==> src/rtl/elastic_pipe_if.sv <==
// elastic_pipe_if
// Handshake bundle for the elastic pipeline register chain.
// Upstream side: in_valid, in_ready, in_data.
// Downstream side: out_valid, out_ready, out_data.
// Control and status: flush (synchronous discard), occupancy (entries held).
// The slave modport is the pipeline itself. The master modport is whoever
// drives the upstream inputs and consumes the downstream outputs.
interface elastic_pipe_if #(
  parameter int DATA_WIDTH = 32,
  parameter int STAGES     = 3
);
  localparam int OCC_W = $clog2(2*STAGES+1);

  logic                  in_valid;
  logic                  in_ready;
  logic [DATA_WIDTH-1:0] in_data;
  logic                  out_valid;
  logic                  out_ready;
  logic [DATA_WIDTH-1:0] out_data;
  logic                  flush;
  logic [OCC_W-1:0]      occupancy;

  modport master (
    output in_valid, in_data, out_ready, flush,
    input  in_ready, out_valid, out_data, occupancy
  );

  modport slave (
    input  in_valid, in_data, out_ready, flush,
    output in_ready, out_valid, out_data, occupancy
  );
endinterface

==> src/rtl/elastic_pipe.sv <==
// elastic_pipe
// A chain of STAGES register slices joined by a valid/ready handshake.
// Each slice has two entries: a main entry (M) and a skid entry (S).
// A slice advertises ready upstream only while its skid entry is empty, so
// every ready is taken from a register and never ripples combinationally
// across slices. The chain holds up to 2*STAGES words in strict FIFO order.
// Empty main entries are refilled from the previous slice on the next edge,
// which collapses bubbles.
// Ports:
//   clk   - rising-edge clock
//   reset - asynchronous, active-high; clears all valid bits and payloads
//   bus   - elastic_pipe_if.slave carrying the in_* and out_* handshakes,
//           flush and occupancy
module elastic_pipe #(
  parameter int DATA_WIDTH = 32,
  parameter int STAGES     = 3
) (
  input  logic          clk,
  input  logic          reset,
  elastic_pipe_if.slave bus
);
  localparam int OCC_W = $clog2(2*STAGES+1);

  if (STAGES < 1) begin : gBadStages
    $error("elastic_pipe: STAGES must be at least 1");
  end

  logic [STAGES-1:0]     mValid_q, mValid_d;
  logic [STAGES-1:0]     sValid_q, sValid_d;
  logic [DATA_WIDTH-1:0] mData_q [STAGES];
  logic [DATA_WIDTH-1:0] mData_d [STAGES];
  logic [DATA_WIDTH-1:0] sData_q [STAGES];
  logic [DATA_WIDTH-1:0] sData_d [STAGES];
  logic [OCC_W-1:0]      occ_q, occ_d;

  logic [STAGES-1:0]     upValid;
  logic [STAGES-1:0]     downReady;
  logic [STAGES-1:0]     take;
  logic [STAGES-1:0]     drain;
  logic [DATA_WIDTH-1:0] upData [STAGES];
  logic                  inXfer;
  logic                  outXfer;

  // Wire each slice to its neighbours. Slice 0 is fed from the input port.
  // The last slice drains into the output port.
  for (genvar g = 0; g < STAGES; g++) begin : gLink
    if (g == 0) begin : gHead
      assign upValid[g] = bus.in_valid;
      assign upData[g]  = bus.in_data;
    end else begin : gBody
      assign upValid[g] = mValid_q[g-1];
      assign upData[g]  = mData_q[g-1];
    end
    if (g == STAGES-1) begin : gTail
      assign downReady[g] = bus.out_ready;
    end else begin : gMid
      assign downReady[g] = !sValid_q[g+1];
    end
  end

  assign take    = upValid & ~sValid_q;
  assign drain   = mValid_q & downReady;
  assign inXfer  = bus.in_valid & bus.in_ready;
  assign outXfer = bus.out_valid & bus.out_ready;

  // Per-slice next state.
  // A slice can only take a word while its skid entry is empty, so a drain
  // with a full skid never coincides with an incoming word. Flush clears the
  // valid bits after the data moves, so it overrides any transfer.
  always_comb begin
    mValid_d = mValid_q;
    sValid_d = sValid_q;
    mData_d  = mData_q;
    sData_d  = sData_q;
    for (int i = 0; i < STAGES; i++) begin
      if (drain[i] && sValid_q[i]) begin
        mData_d[i]  = sData_q[i];
        sValid_d[i] = 1'b0;
      end else if (take[i] && (!mValid_q[i] || drain[i])) begin
        mValid_d[i] = 1'b1;
        mData_d[i]  = upData[i];
      end else if (take[i]) begin
        sValid_d[i] = 1'b1;
        sData_d[i]  = upData[i];
      end else if (drain[i]) begin
        mValid_d[i] = 1'b0;
      end
    end
    if (bus.flush) begin
      mValid_d = '0;
      sValid_d = '0;
    end
  end

  // Occupancy tracks accepted minus delivered words. A simultaneous input
  // and output leaves it unchanged.
  always_comb begin
    occ_d = occ_q;
    if (bus.flush) begin
      occ_d = '0;
    end else if (inXfer && !outXfer) begin
      occ_d = occ_q + OCC_W'(1);
    end else if (outXfer && !inXfer) begin
      occ_d = occ_q - OCC_W'(1);
    end
  end

  // State registers. Reset clears the payloads as well as the valid bits, so
  // no output can be X after reset.
  always_ff @(posedge clk or posedge reset) begin
    if (reset) begin
      mValid_q <= '0;
      sValid_q <= '0;
      occ_q    <= '0;
      for (int i = 0; i < STAGES; i++) begin
        mData_q[i] <= '0;
        sData_q[i] <= '0;
      end
    end else begin
      mValid_q <= mValid_d;
      sValid_q <= sValid_d;
      occ_q    <= occ_d;
      for (int i = 0; i < STAGES; i++) begin
        mData_q[i] <= mData_d[i];
        sData_q[i] <= sData_d[i];
      end
    end
  end

  // in_ready is held low while reset is asserted. Otherwise it follows the
  // registered skid-valid bit of slice 0.
  assign bus.in_ready  = !reset && !sValid_q[0];
  assign bus.out_valid = mValid_q[STAGES-1];
  assign bus.out_data  = mData_q[STAGES-1];
  assign bus.occupancy = occ_q;
endmodule

==> src/flat_wrapper.sv <==
// flat-port wrapper written by rule: the top's interface ports become plain ports
module elastic_pipe_flat 
#(
  parameter int DATA_WIDTH = 32,
  parameter int STAGES     = 3
)
  (clk, reset, bus_in_valid, bus_in_data, bus_out_ready, bus_flush, bus_in_ready, bus_out_valid, bus_out_data, bus_occupancy);
  elastic_pipe_if #(.DATA_WIDTH(DATA_WIDTH), .STAGES(STAGES)) bus_i ();
  input  logic clk;
  input  logic reset;
  input wire logic [$bits(bus_i.in_valid)-1:0] bus_in_valid;
  input wire logic [$bits(bus_i.in_data)-1:0] bus_in_data;
  input wire logic [$bits(bus_i.out_ready)-1:0] bus_out_ready;
  input wire logic [$bits(bus_i.flush)-1:0] bus_flush;
  output wire logic [$bits(bus_i.in_ready)-1:0] bus_in_ready;
  output wire logic [$bits(bus_i.out_valid)-1:0] bus_out_valid;
  output wire logic [$bits(bus_i.out_data)-1:0] bus_out_data;
  output wire logic [$bits(bus_i.occupancy)-1:0] bus_occupancy;
  assign bus_i.in_valid = bus_in_valid;
  assign bus_i.in_data = bus_in_data;
  assign bus_i.out_ready = bus_out_ready;
  assign bus_i.flush = bus_flush;
  assign bus_in_ready = bus_i.in_ready;
  assign bus_out_valid = bus_i.out_valid;
  assign bus_out_data = bus_i.out_data;
  assign bus_occupancy = bus_i.occupancy;
  elastic_pipe #(.DATA_WIDTH(DATA_WIDTH), .STAGES(STAGES)) u_core (.clk(clk), .reset(reset), .bus(bus_i));
endmodule
==> config.mk <==
export PLATFORM = sky130hd
export DESIGN_NAME = elastic_pipe_flat
export DESIGN_NICKNAME = d
export VERILOG_FILES = /design/src/rtl/elastic_pipe_if.sv /design/src/rtl/elastic_pipe.sv /design/src/flat_wrapper.sv
export SDC_FILE = /design/constraint.sdc
export NUM_CORES = 1
export LEC_CHECK = 0
export CAP_MARGIN = 20
export CORE_UTILIZATION = 55
export CTS_CLUSTER_DIAMETER = 120
export DETAILED_ROUTE_END_ITERATION = 12
export PLACE_DENSITY = 0.72
export SYNTH_ARGS = -nofsm -noshare
export SYNTH_HDL_FRONTEND = slang
export SYNTH_SLANG_ARGS = --single-unit
==> constraint.sdc <==
create_clock -name clk -period 11.8 [get_ports clk]
set_input_delay 1.77 -clock clk [delete_from_list [all_inputs] [get_ports clk]]
set_output_delay 1.77 -clock clk [all_outputs]
set_load 0.02 [all_outputs]
==> reports/results.txt <==
Mux share of post-synthesis cell area: 27.4%
Via density: 5.74
Worst VDD drop: 95.8 µV
Synthesized Nets: 665
Post-synth ARST share: 100%
Initial Util: 56.3%
Ys Warns: 0
Vias in the first global route: 5,349
CP max FO: 3
Initial antenna violation count: 0
First-pass GRT wire length: 28,300 µm
Layout cell share with drive strength beyond 1: 39.1%
Synth Area in Compound Gates: 5.08%
WP data arrival: 3.06 ns
Post-synth EDFFs: 0
Startpoint Class: input pin
Max-cap violations: 0
Top_reg_cell synth: dfrtp_1
Main combinational cell family by area after synthesis: multiplexers
Slew headroom: 26.4%
Synthesis-to-layout area growth: 14.7%
Top cells by area, synth: dfrtp_1 (56%), mux2_2 (27%), buf_4 (3.6%), a221o_1 (3.6%), and3_1 (2.3%)
Max Clk Rate: 0.207 GHz
# H-tree levels: 1
DP HPWL: 10,200 µm
Crit end category: output pin
Worst-path clk slew: 0.06 ns
Mapped cell area: 8950 µm²
Largest net degree at the start of global routing: 150
GR Util All Layers: 22.0%
Overall die height: 130 µm
Synth Area in Adders: 0.224%
XOR/XNOR share of the synthesized area: 0.0979%
Port Buf Inserts: 73
Crit path time final: 4.83 ns
RSZ-0062 raised after global routing: no
Simple-Gate Fraction of Synth Area: 4.91%
Area of the multi-input gates: 3410 µm²
Vias: 5,101
Leakage: 0.00482 µW
Gpl congestion: 0.746
Fillers: 1,167
Die Span X: 130 µm
Worst Tran Pin Value: 1.10 ns
Setup Crit Path Kind: input pin to output pin
Post-Synthesis Cells: 627
Total routed wirelength: 17,300 µm
Hold Path Class: flip-flop to flip-flop
CTS hold repair buffers: 0
Post_cts resized: 0
Clk_skew: 0.0136 ns
Root buf cell: clkbuf_16
Drt first-iter violations: 284
Routed Antenna Nets: 0
Register area share after synthesis: 56.2%
Row count: 46
PD cells: 170 nW/µm²
# setup viols final: 0
Yosys reg bits: 201
Layout Utilization: 64.6%
Syn Area/Cell: 14.3 µm²
Sequential cell area: 5030 µm²
CP required: 10.03 ns
Final period utilization: 40.9%
Synth unique cells: 36
Cell with the most instances after synthesis: mux2_2
IO Pins: 74
Pins Over Slew Limit: 0
Maximum root-to-sink buffer count: 3
GR met1 Demand/Resource: 30.8%
Final Hold Viols: 0
NumNets Final: 697
Core footprint: 15,900 µm²
Die area: 16,800 µm²
Gr busiest metal: met2
Clk_lat worst skew: 0.50 ns
Post-route insts no fill: 889
Gr ovfl total: 0
Number of placed cells counting well taps: 848
Status: complete, no violations
CTS buffer count: 22
Post-route DRC violation count: 0
Largest area contributor in the netlist: dfrtp_1
WL/cell: 19.4 µm
CTS tree: built
GRT met3 Usage: 3.22%
GR Layer Usage met2: 36.5%
Post-synth top area share: 56.2%
Antenna cells: 0
Setup_tns: 0 ns
DRT Pass-1 Iters: 5
Post-CTS Setup Inserts: 0
CTS Sinks: 201
Commonest cells in the netlist: mux2_2 (215), dfrtp_1 (201), buf_4 (43)
==> critical path, stage by stage <==
cell and delay, ns:
clkdlybuf4s50_1 0.53, nor2_1 0.14, clkdlybuf4s50_1 0.62
==> per-stage QoR <==
| step | hold WS (ns) | worst slack (ns) | total power [µW] | instance area, µm² |
|---|---|---|---|---|
| finish | 0.493 | 6.97 | 1740 | 10300 |
| global route | 0.515 | 6.91 | 1820 | 10300 |
| CTS | 0.495 | 6.98 | 1760 | 10200 |
| detailed placement | 0.482 | 6.99 | 1120 | 9530 |
| global placement | 0.472 | 6.98 | 1110 | 9530 |
| floorplan | 0.460 | 4.55 | 1050 | 8950 |
==> metal layers <==
layer	vias to the layer above	routed length, µm
li1	2316	-
met1	2675	7810
met2	97	8510
met3	13	780
met4	0	160
met5	-	0
==> final timing paths <==
path                               startpoint  cells after the start  slack, ns                  to
setup / recovery                        reset                      3       6.97        bus_in_ready
hold reg to reg            u_core.sData_q[56]                      1       0.49  u_core.sData_q[56]
max in group asynchronous               reset                      4       8.56   u_core.sData_q[0]
setup reg to reg           u_core.sValid_q[0]                      3       9.01  u_core.sData_q[73]
min in group asynchronous               reset                      2       1.77  u_core.mData_q[66]
hold / removal             u_core.sData_q[56]                      1       0.49  u_core.sData_q[56]
==> cell type report <==
| class | count | area share, % |
|---|---|---|
| sequential | 201 | 49.0 |
| multi-input combinational | 343 | 33.3 |
| timing repair buffer | 81 | 8.13 |
| clock buffer | 33 | 6.17 |
| tap | 216 | 2.63 |
| inverter | 10 | 0.439 |
| clock inverter | 5 | 0.329 |
==> cell usage in the layout, fill, tap and decap left out, drive strengths merged, types with 3 or more instances in the layout <==
cell and instances:
nor2b 4, nand2 5, dfrtp 201, inv 11
o221ai 3, a31oi 4, clkdlybuf4s50 73, buf 8
and3 33, o21ai 6, mux2 217, a221o 32
a21oi 6, nand2b 4, nand3 8, clkinv 3
clkbuf 33, nor2 9
==> cells by family (layout without fill, tap and decap cells) <==
kind of cell    Yosys count  count (layout)
buf+inv                  83             129
compound gates           53              53
flops                   201             201
simple gates             70              70
xor+xnor                  1               1
mux                     218             218
fa+ha+maj                 1               1
==> registers in the layout, indices dropped and copies added, names as in the netlist <==
register,cells
u_core.sData_q,96
u_core.bus.out_data,32
u_core.bus.occupancy,3
u_core.mData_q,64
u_core.mValid_q,3
u_core.sValid_q,3
==> report_power, final <==
part	internal, µW	switching, µW
Combinational	162	122
Clock	371	263
Sequential	774	52.3
Total	1310	437
(Power assumes the default switching activity.)
